<file path="config.mk">
export PLATFORM = sky130hd
export DESIGN_NAME = spike_imem_db
export DESIGN_NICKNAME = d
export VERILOG_FILES = /design/src/rtl/spike_imem_pkg.sv /design/src/rtl/spike_imem_bank.sv /design/src/rtl/spike_imem_db.sv
export SDC_FILE = /design/constraint.sdc
export NUM_CORES = 2
export LEC_CHECK = 0
export CORE_ASPECT_RATIO = 1.1
export CORE_MARGIN = 3
export CORE_UTILIZATION = 40
export DETAILED_ROUTE_END_ITERATION = 10
export GPL_TIMING_DRIVEN = 0
export PLACE_DENSITY = 0.66
export SYNTH_ARGS = -nofsm -noshare
export SYNTH_HDL_FRONTEND = slang
export SYNTH_SLANG_ARGS = --single-unit
</file>
<file path="constraint.sdc">
create_clock -name wb_clk_i -period 3.85 [get_ports wb_clk_i]
set_clock_uncertainty 0.1 [all_clocks]
set_input_delay 1.155 -clock wb_clk_i [delete_from_list [all_inputs] [get_ports wb_clk_i]]
set_output_delay 1.155 -clock wb_clk_i [all_outputs]
set_load 0.02 [all_outputs]
</file>
<file path="src/rtl/spike_imem_pkg.sv">
// Shared definitions for the double-buffered spike input memory:
// register region offsets, region decode enum and buffer sizing.
package spike_imem_pkg;

  localparam logic [31:0] SHADOW_OFF = 32'h0000_0000;
  localparam logic [31:0] ACTIVE_OFF = 32'h0000_0400;
  localparam logic [31:0] STATUS_OFF = 32'h0000_0800;

  typedef enum logic [1:0] {
    REG_SHADOW,
    REG_ACTIVE,
    REG_STATUS,
    REG_NONE
  } region_e;

  function automatic int words_f(input int num_axons);
    return num_axons / 32;
  endfunction

endpackage

</file>
<file path="src/rtl/spike_imem_bank.sv">
// One core's shadow/active spike buffer pair with its tick counter.
// Shadow takes byte-lane writes; a tick copies shadow into active.
module spike_imem_bank
  import spike_imem_pkg::*;
#(
  parameter int NUM_AXONS     = 256,
  parameter bit CLEAR_ON_TICK = 1'b1,
  localparam int W     = words_f(NUM_AXONS),
  localparam int IDX_W = (W > 1) ? $clog2(W) : 1
) (
  input  logic                 wb_clk_i,
  input  logic                 wb_rst_ni,
  input  logic                 wr_en,
  input  logic [IDX_W-1:0]     wr_idx,
  input  logic [3:0]           wr_sel,
  input  logic [31:0]          wr_data,
  input  logic                 tick,
  output logic [NUM_AXONS-1:0] shadow_q,
  output logic [NUM_AXONS-1:0] active_q,
  output logic [15:0]          tick_cnt
);

  logic [NUM_AXONS-1:0] shadow_nxt;

  // Clear is applied before the write so a write landing on the tick edge survives.
  always_comb begin
    shadow_nxt = shadow_q;
    if (tick && CLEAR_ON_TICK) shadow_nxt = '0;
    if (wr_en) begin
      for (int b = 0; b < 4; b++) begin
        if (wr_sel[b]) shadow_nxt[32*int'(wr_idx) + 8*b +: 8] = wr_data[8*b +: 8];
      end
    end
  end

  always_ff @(posedge wb_clk_i or negedge wb_rst_ni) begin
    if (!wb_rst_ni) begin
      shadow_q <= '0;
      active_q <= '0;
      tick_cnt <= '0;
    end else begin
      shadow_q <= shadow_nxt;
      if (tick) begin
        active_q <= shadow_q;
        tick_cnt <= tick_cnt + 16'd1;
      end
    end
  end

endmodule

</file>
<file path="src/rtl/spike_imem_db.sv">
// Wishbone slave front end for per-core double-buffered axon spike memory:
// address decode, single-beat ack, registered read mux and bank array.
module spike_imem_db
  import spike_imem_pkg::*;
#(
  parameter int          NUM_CORES     = 2,
  parameter int          NUM_AXONS     = 256,
  parameter logic [31:0] BASE_ADDR     = 32'h8000_0000,
  parameter logic [31:0] CORE_STRIDE   = 32'h0001_0000,
  parameter bit          CLEAR_ON_TICK = 1'b1
) (
  input  logic                           wb_clk_i,
  input  logic                           wb_rst_ni,
  input  logic                           wbs_cyc_i,
  input  logic                           wbs_stb_i,
  input  logic                           wbs_we_i,
  input  logic [3:0]                     wbs_sel_i,
  input  logic [31:0]                    wbs_adr_i,
  input  logic [31:0]                    wbs_dat_i,
  output logic                           wbs_ack_o,
  output logic [31:0]                    wbs_dat_o,
  input  logic [NUM_CORES-1:0]           core_en_i,
  input  logic [NUM_CORES-1:0]           core_tick_i,
  output logic [NUM_CORES*NUM_AXONS-1:0] spike_axon_o
);

  localparam int          W         = words_f(NUM_AXONS);
  localparam int          IDX_W     = (W > 1) ? $clog2(W) : 1;
  localparam int          CORE_W    = (NUM_CORES > 1) ? $clog2(NUM_CORES) : 1;
  localparam logic [31:0] BUF_BYTES = 32'(4 * W);

  logic [31:0]       off;
  logic [31:0]       core_num;
  logic [31:0]       reg_off;
  logic              hit;
  logic [CORE_W-1:0] core_sel;
  region_e           region;
  logic [IDX_W-1:0]  word_idx;
  logic              accept;
  logic [31:0]       rd_data;

  logic [NUM_CORES-1:0][NUM_AXONS-1:0] shadow_all;
  logic [NUM_CORES-1:0][NUM_AXONS-1:0] active_all;
  logic [NUM_CORES-1:0][15:0]          tick_all;

  assign off      = wbs_adr_i - BASE_ADDR;
  assign core_num = off / CORE_STRIDE;
  assign reg_off  = off % CORE_STRIDE;
  assign hit      = core_num < 32'(NUM_CORES);
  assign core_sel = CORE_W'(core_num);

  always_comb begin
    region   = REG_NONE;
    word_idx = '0;
    if (hit) begin
      if (reg_off < SHADOW_OFF + BUF_BYTES) begin
        region   = REG_SHADOW;
        word_idx = IDX_W'((reg_off - SHADOW_OFF) >> 2);
      end else if (reg_off >= ACTIVE_OFF && reg_off < ACTIVE_OFF + BUF_BYTES) begin
        region   = REG_ACTIVE;
        word_idx = IDX_W'((reg_off - ACTIVE_OFF) >> 2);
      end else if (reg_off[31:2] == STATUS_OFF[31:2]) begin
        region = REG_STATUS;
      end
    end
  end

  // Classic single-beat handshake: a held strobe is accepted on alternate cycles.
  assign accept = wbs_cyc_i & wbs_stb_i & ~wbs_ack_o;

  for (genvar c = 0; c < NUM_CORES; c++) begin : g_bank
    logic wr_en;
    assign wr_en = accept & wbs_we_i & (region == REG_SHADOW) & core_en_i[c]
                 & (core_sel == CORE_W'(c));

    spike_imem_bank #(
      .NUM_AXONS     (NUM_AXONS),
      .CLEAR_ON_TICK (CLEAR_ON_TICK)
    ) u_bank (
      .wb_clk_i  (wb_clk_i),
      .wb_rst_ni (wb_rst_ni),
      .wr_en     (wr_en),
      .wr_idx    (word_idx),
      .wr_sel    (wbs_sel_i),
      .wr_data   (wbs_dat_i),
      .tick      (core_tick_i[c]),
      .shadow_q  (shadow_all[c]),
      .active_q  (active_all[c]),
      .tick_cnt  (tick_all[c])
    );
  end

  assign spike_axon_o = active_all;

  always_comb begin
    rd_data = '0;
    case (region)
      REG_SHADOW: rd_data = shadow_all[core_sel][32*int'(word_idx) +: 32];
      REG_ACTIVE: rd_data = active_all[core_sel][32*int'(word_idx) +: 32];
      REG_STATUS: rd_data = {16'h0000, tick_all[core_sel]};
      default:    rd_data = '0;
    endcase
  end

  always_ff @(posedge wb_clk_i or negedge wb_rst_ni) begin
    if (!wb_rst_ni) begin
      wbs_ack_o <= 1'b0;
      wbs_dat_o <= '0;
    end else begin
      wbs_ack_o <= accept;
      if (accept && !wbs_we_i) wbs_dat_o <= rd_data;
    end
  end

endmodule

</file>
==> impl_metrics.yaml <==
detailed_routing:
  via_count: 42800
  detail_route.wirelength_mm: 250
  m1WireLength_mm: 87.4
  detail_route.wl_per_cell_um: 37.8
  final_antenna_net_count: 0
  dr.max_layer_used: "met5"
  met2_length_mm: 108
  viasPerCell: 6.45
  drt_iter0_markers: 5405
  drt-pass1-iter-count: 5
  total_met3_wirelength_after_detailed_routing_mm: 35.0
  drcViolationCount: 0
worst_setup_path:
  rr_startpoint: "wbs_ack_o"
  reg2reg_slack_ns: 0.63
  timing.critical_path.to: "wbs_dat_o[14]"
  cp.arrival_ns: 4.48
  critical_path_required_ns: 4.39
  critPathMaxFanout: 10
  reg2regPathDepth: 8
  cp-startpoint: "wbs_adr_i[27]"
  end_kind: "register"
  r2r-end: "wbs_dat_o[26]"
  cp_startpoint_kind: "primary input"
  timing_worst_setup_path_type: "in2reg"
clock_network:
  ctsHoldBuffers: 0
  tritoncts.num_buffers: 115
  cts_htree_levels: 3
  clock-root-buffer: "clkbuf_16"
  worst_setup_hold_path_clk_slew_ns: 0.06
  clock_tree_from_tritoncts: "done"
  later_pin_clock_latency_in_the_skew_report_ns: 0.76
  cts.sink_count: 1089
  clockBufferDepth: 3
floorplanning:
  design.core.area_um2: 127000
  fp.dieW_um: 347
  die_height_um: 381
  ios: 622
  start_util_pct: 40.4
  fp.dieArea_um2: 133000
  rows: 137
power:
  p_leak_uw: 0.0286
  power_density_cells_nw_per_um2: 374
  totalPowerFinal_uw: 25000
  vdd_ir_drop_max_mv: 0.378
global_routing:
  first_global_vias: 42400
  first_pass_grt_wire_length_mm: 341
  antenna_found_initial: 20
  gr-usage-all-layers_pct: 37.0
  grt_max_degree: 174
  grt.overflow.total: 0
yosys:
  synthesized_netlist_cell_count: 3983
  synth.mux.area_fraction_pct: 23.5
  synth-seq-area-share_pct: 53.2
  synthFlopType: "dfrtp_1"
  number_of_synthesized_flops_with_an_enable_pin: 0
  synth_compound_gate_area_share_pct: 7.54
  mappedNetlistArea_um2: 51300
  synthesis.yosys.warnings: 0
  postSynthAreaPerCell_um2: 12.9
  synth.lib_cells_used.distinct: 61
  synthArstFlopShare_pct: 100
  synth_top_family_by_area: "multiplexers"
  synthSimpleGateAreaFrac_pct: 12.4
  mappedNetlistNets: 4069
  fraction_of_synthesized_cell_area_in_xor_and_xnor_cells_pct: 0.512
  post_synth_fa_ha_maj_area_fraction_pct: 0.220
  synth_seq_cells: 1089
place:
  detailed_place_hpwl_mm: 187
  pre_cts_ws_ns: -2.69
  io_buffers: 611
  place.gp.congestion: 1.03
  placed_area_um2: 60200
  post-place-cells: 6272
layout:
  drive_above_1_share_pct: 28.3
  fin_util_pct: 52.6
  nets: 4931
  design_area_um2: 66800
  layout.filler_cells: 10800
  layout.cells.non_filler: 6626
  area_growth_pct: 30.3
outcome:
  status: "complete, but fails checks"
  violations: "max-capacitance violations, max-slew violations, negative setup slack"
timing:
  slew_at_the_pin_with_the_worst_max_slew_slack_ns: 1.64
  final_setup_violation_count: 55
  rsz0062_at_grt: "yes"
  hold_violations: 0
  max_clk_rate_mhz: 254
  report.final.slew_viol_count: 72
  timing.final.ws_setup_ns: -0.0916
  timing.max_slew.rel_slack_pct: -9.41
  period_minus_slack_ns: 3.94
  final_min_period_over_clock_period_pct: 102
worst_hold_path:
  timing.hold.worst.class: "in2async"
flow_run:
  max_cap_violations: 6
-- cell families after synthesis --
kind of cell / after synthesis
AO/OA/AOI/OAI: 669
AND/OR/NAND/NOR: 998
multiplexers: 856
buffers and inverters: 332
XOR/XNOR: 30
flip-flops: 1089
adder cells (fa/ha/maj): 9
-- worst min path at each step --
| stage | start | to | slack (ns) | cells after the start |
|---|---|---|---|---|
| 6_report | wb_rst_ni | g_bank[0].u_bank.active_q[205] | 0.15 | 1 |
| 5_1_grt | wb_rst_ni | g_bank[0].u_bank.active_q[203] | 0.17 | 1 |
| 4_1_cts | wb_rst_ni | g_bank[0].u_bank.active_q[205] | 0.14 | 1 |
| 3_5_place_dp | g_bank[1].u_bank.tick_cnt[15] | g_bank[1].u_bank.tick_cnt[15] | 0.37 | 1 |
| 3_3_place_gp | g_bank[0].u_bank.tick_cnt[15] | g_bank[0].u_bank.tick_cnt[15] | 0.37 | 1 |
| 2_1_floorplan | g_bank[1].u_bank.tick_cnt[15] | g_bank[1].u_bank.tick_cnt[15] | 0.34 | 1 |
-- report_power, final --
part	switching (uW)	internal, uW	leakage [uW]
Combinational	1040	444	0.0115
Clock	5010	6860	0.00192
Sequential	112	11500	0.0152
Total	6160	18800	0.0286
-- critical path: stages --
cell,delay (ns)
clkdlybuf4s50_1,0.44
nor3b_4,0.21
and4_4,0.28
clkbuf_16,0.17
buf_4,0.12
nand3_2,0.52
clkbuf_4,0.54
clkbuf_2,0.42
nand2_1,0.19
a31oi_2,0.20
a21o_1,0.22
-- layout make-up --
cell class | count | area (um2) | area share [%]
multi-input cells | 2562 | 23700 | 35.4
inverters | 8 | 51.3 | 0.0768
diodes | 20 | 50.0 | 0.0749
clock inverters | 45 | 576 | 0.861
well taps | 1668 | 2090 | 3.12
plain buffers | 314 | 2110 | 3.16
flip-flops and latches | 1089 | 27300 | 40.8
clock buffers | 165 | 3370 | 5.04
repair buffers | 755 | 7660 | 11.5
-- layout by cell type (no fill, tap or decap), types with 9 or more instances in the layout --
cell | netlist | routed
a21o_1 | 16 | 16
mux2i_1 | 115 | 106
a32o_1 | 47 | 47
buf_4 | 10 | 111
clkinv_2 | 0 | 18
a31oi_2 | 0 | 11
buf_8 | 0 | 17
buf_2 | 28 | 25
buf_1 | 31 | 10
dlygate4sd2_1 | 0 | 12
clkbuf_1 | 251 | 167
dfrtp_1 | 1089 | 1089
nand2_1 | 264 | 253
buf_16 | 0 | 9
mux2_2 | 514 | 514
o221ai_1 | 32 | 21
clkdlybuf4s50_1 | 0 | 586
o221ai_2 | 0 | 11
clkbuf_16 | 0 | 129
diode_2 | 0 | 20
nand4_1 | 28 | 28
o21ai_1 | 1 | 84
nand3_1 | 94 | 87
o21ai_2 | 0 | 10
o21ai_0 | 507 | 414
xnor2_1 | 24 | 24
nand2b_1 | 11 | 11
bufinv_16 | 0 | 12
buf_12 | 0 | 17
clkinvlp_4 | 0 | 10
buf_6 | 4 | 34
nand3b_1 | 481 | 481
nand4_4 | 10 | 26
a31oi_1 | 33 | 19
clkbuf_2 | 0 | 42
mux4_2 | 227 | 227
clkbuf_4 | 0 | 23
clkbuf_8 | 0 | 45
nor2_1 | 22 | 13
-- cells in the mapped netlist (all sizes together), types with 33 or more instances --
cell type | instances | share of area [%]
mux4 | 227 | 10
o21ai | 508 | 5.0
mux2 | 514 | 11
mux2i | 115 | 2.2
buf | 73 | 0.73
nand3 | 95 | 0.94
nand3b | 481 | 7.0
nand4 | 57 | 1.2
a31oi | 33 | 0.40
a32o | 47 | 0.92
dfrtp | 1089 | 53
clkbuf | 251 | 1.8
nand2 | 265 | 1.9
-- repair_timing --
item / in CTS / in global routing
buffers inserted: 93 / 29
gates cloned: 9 / 3
resized for setup: 376 / 126
pin swaps: 36 / 18
setup endpoints to repair: 544 / 418
-- metrics by stage --
step,hold slack [ns],TNS (ns)
after floorplan,0.345,-108.83
after global placement,0.367,-
after detailed placement,0.370,-1269.00
after CTS,0.138,-0.0932
after global routing,0.165,-5.60
final,0.152,-1.82
-- registers in the layout, indices dropped and copies added (netlist names) --
name                    count
wbs_ack_o                   1
g_bank.u_bank.active_q    512
g_bank.u_bank.tick_cnt     32
g_bank.u_bank.shadow_q    512
wbs_dat_o                  32
-- routing by layer --
metal	vias up	GRT usage (%)
li1	16700	-
met5	-	0.620
met3	797	17.1
met2	3098	54.2
met4	8	24.6
met1	22100	43.4
(Power assumes the default switching activity.)
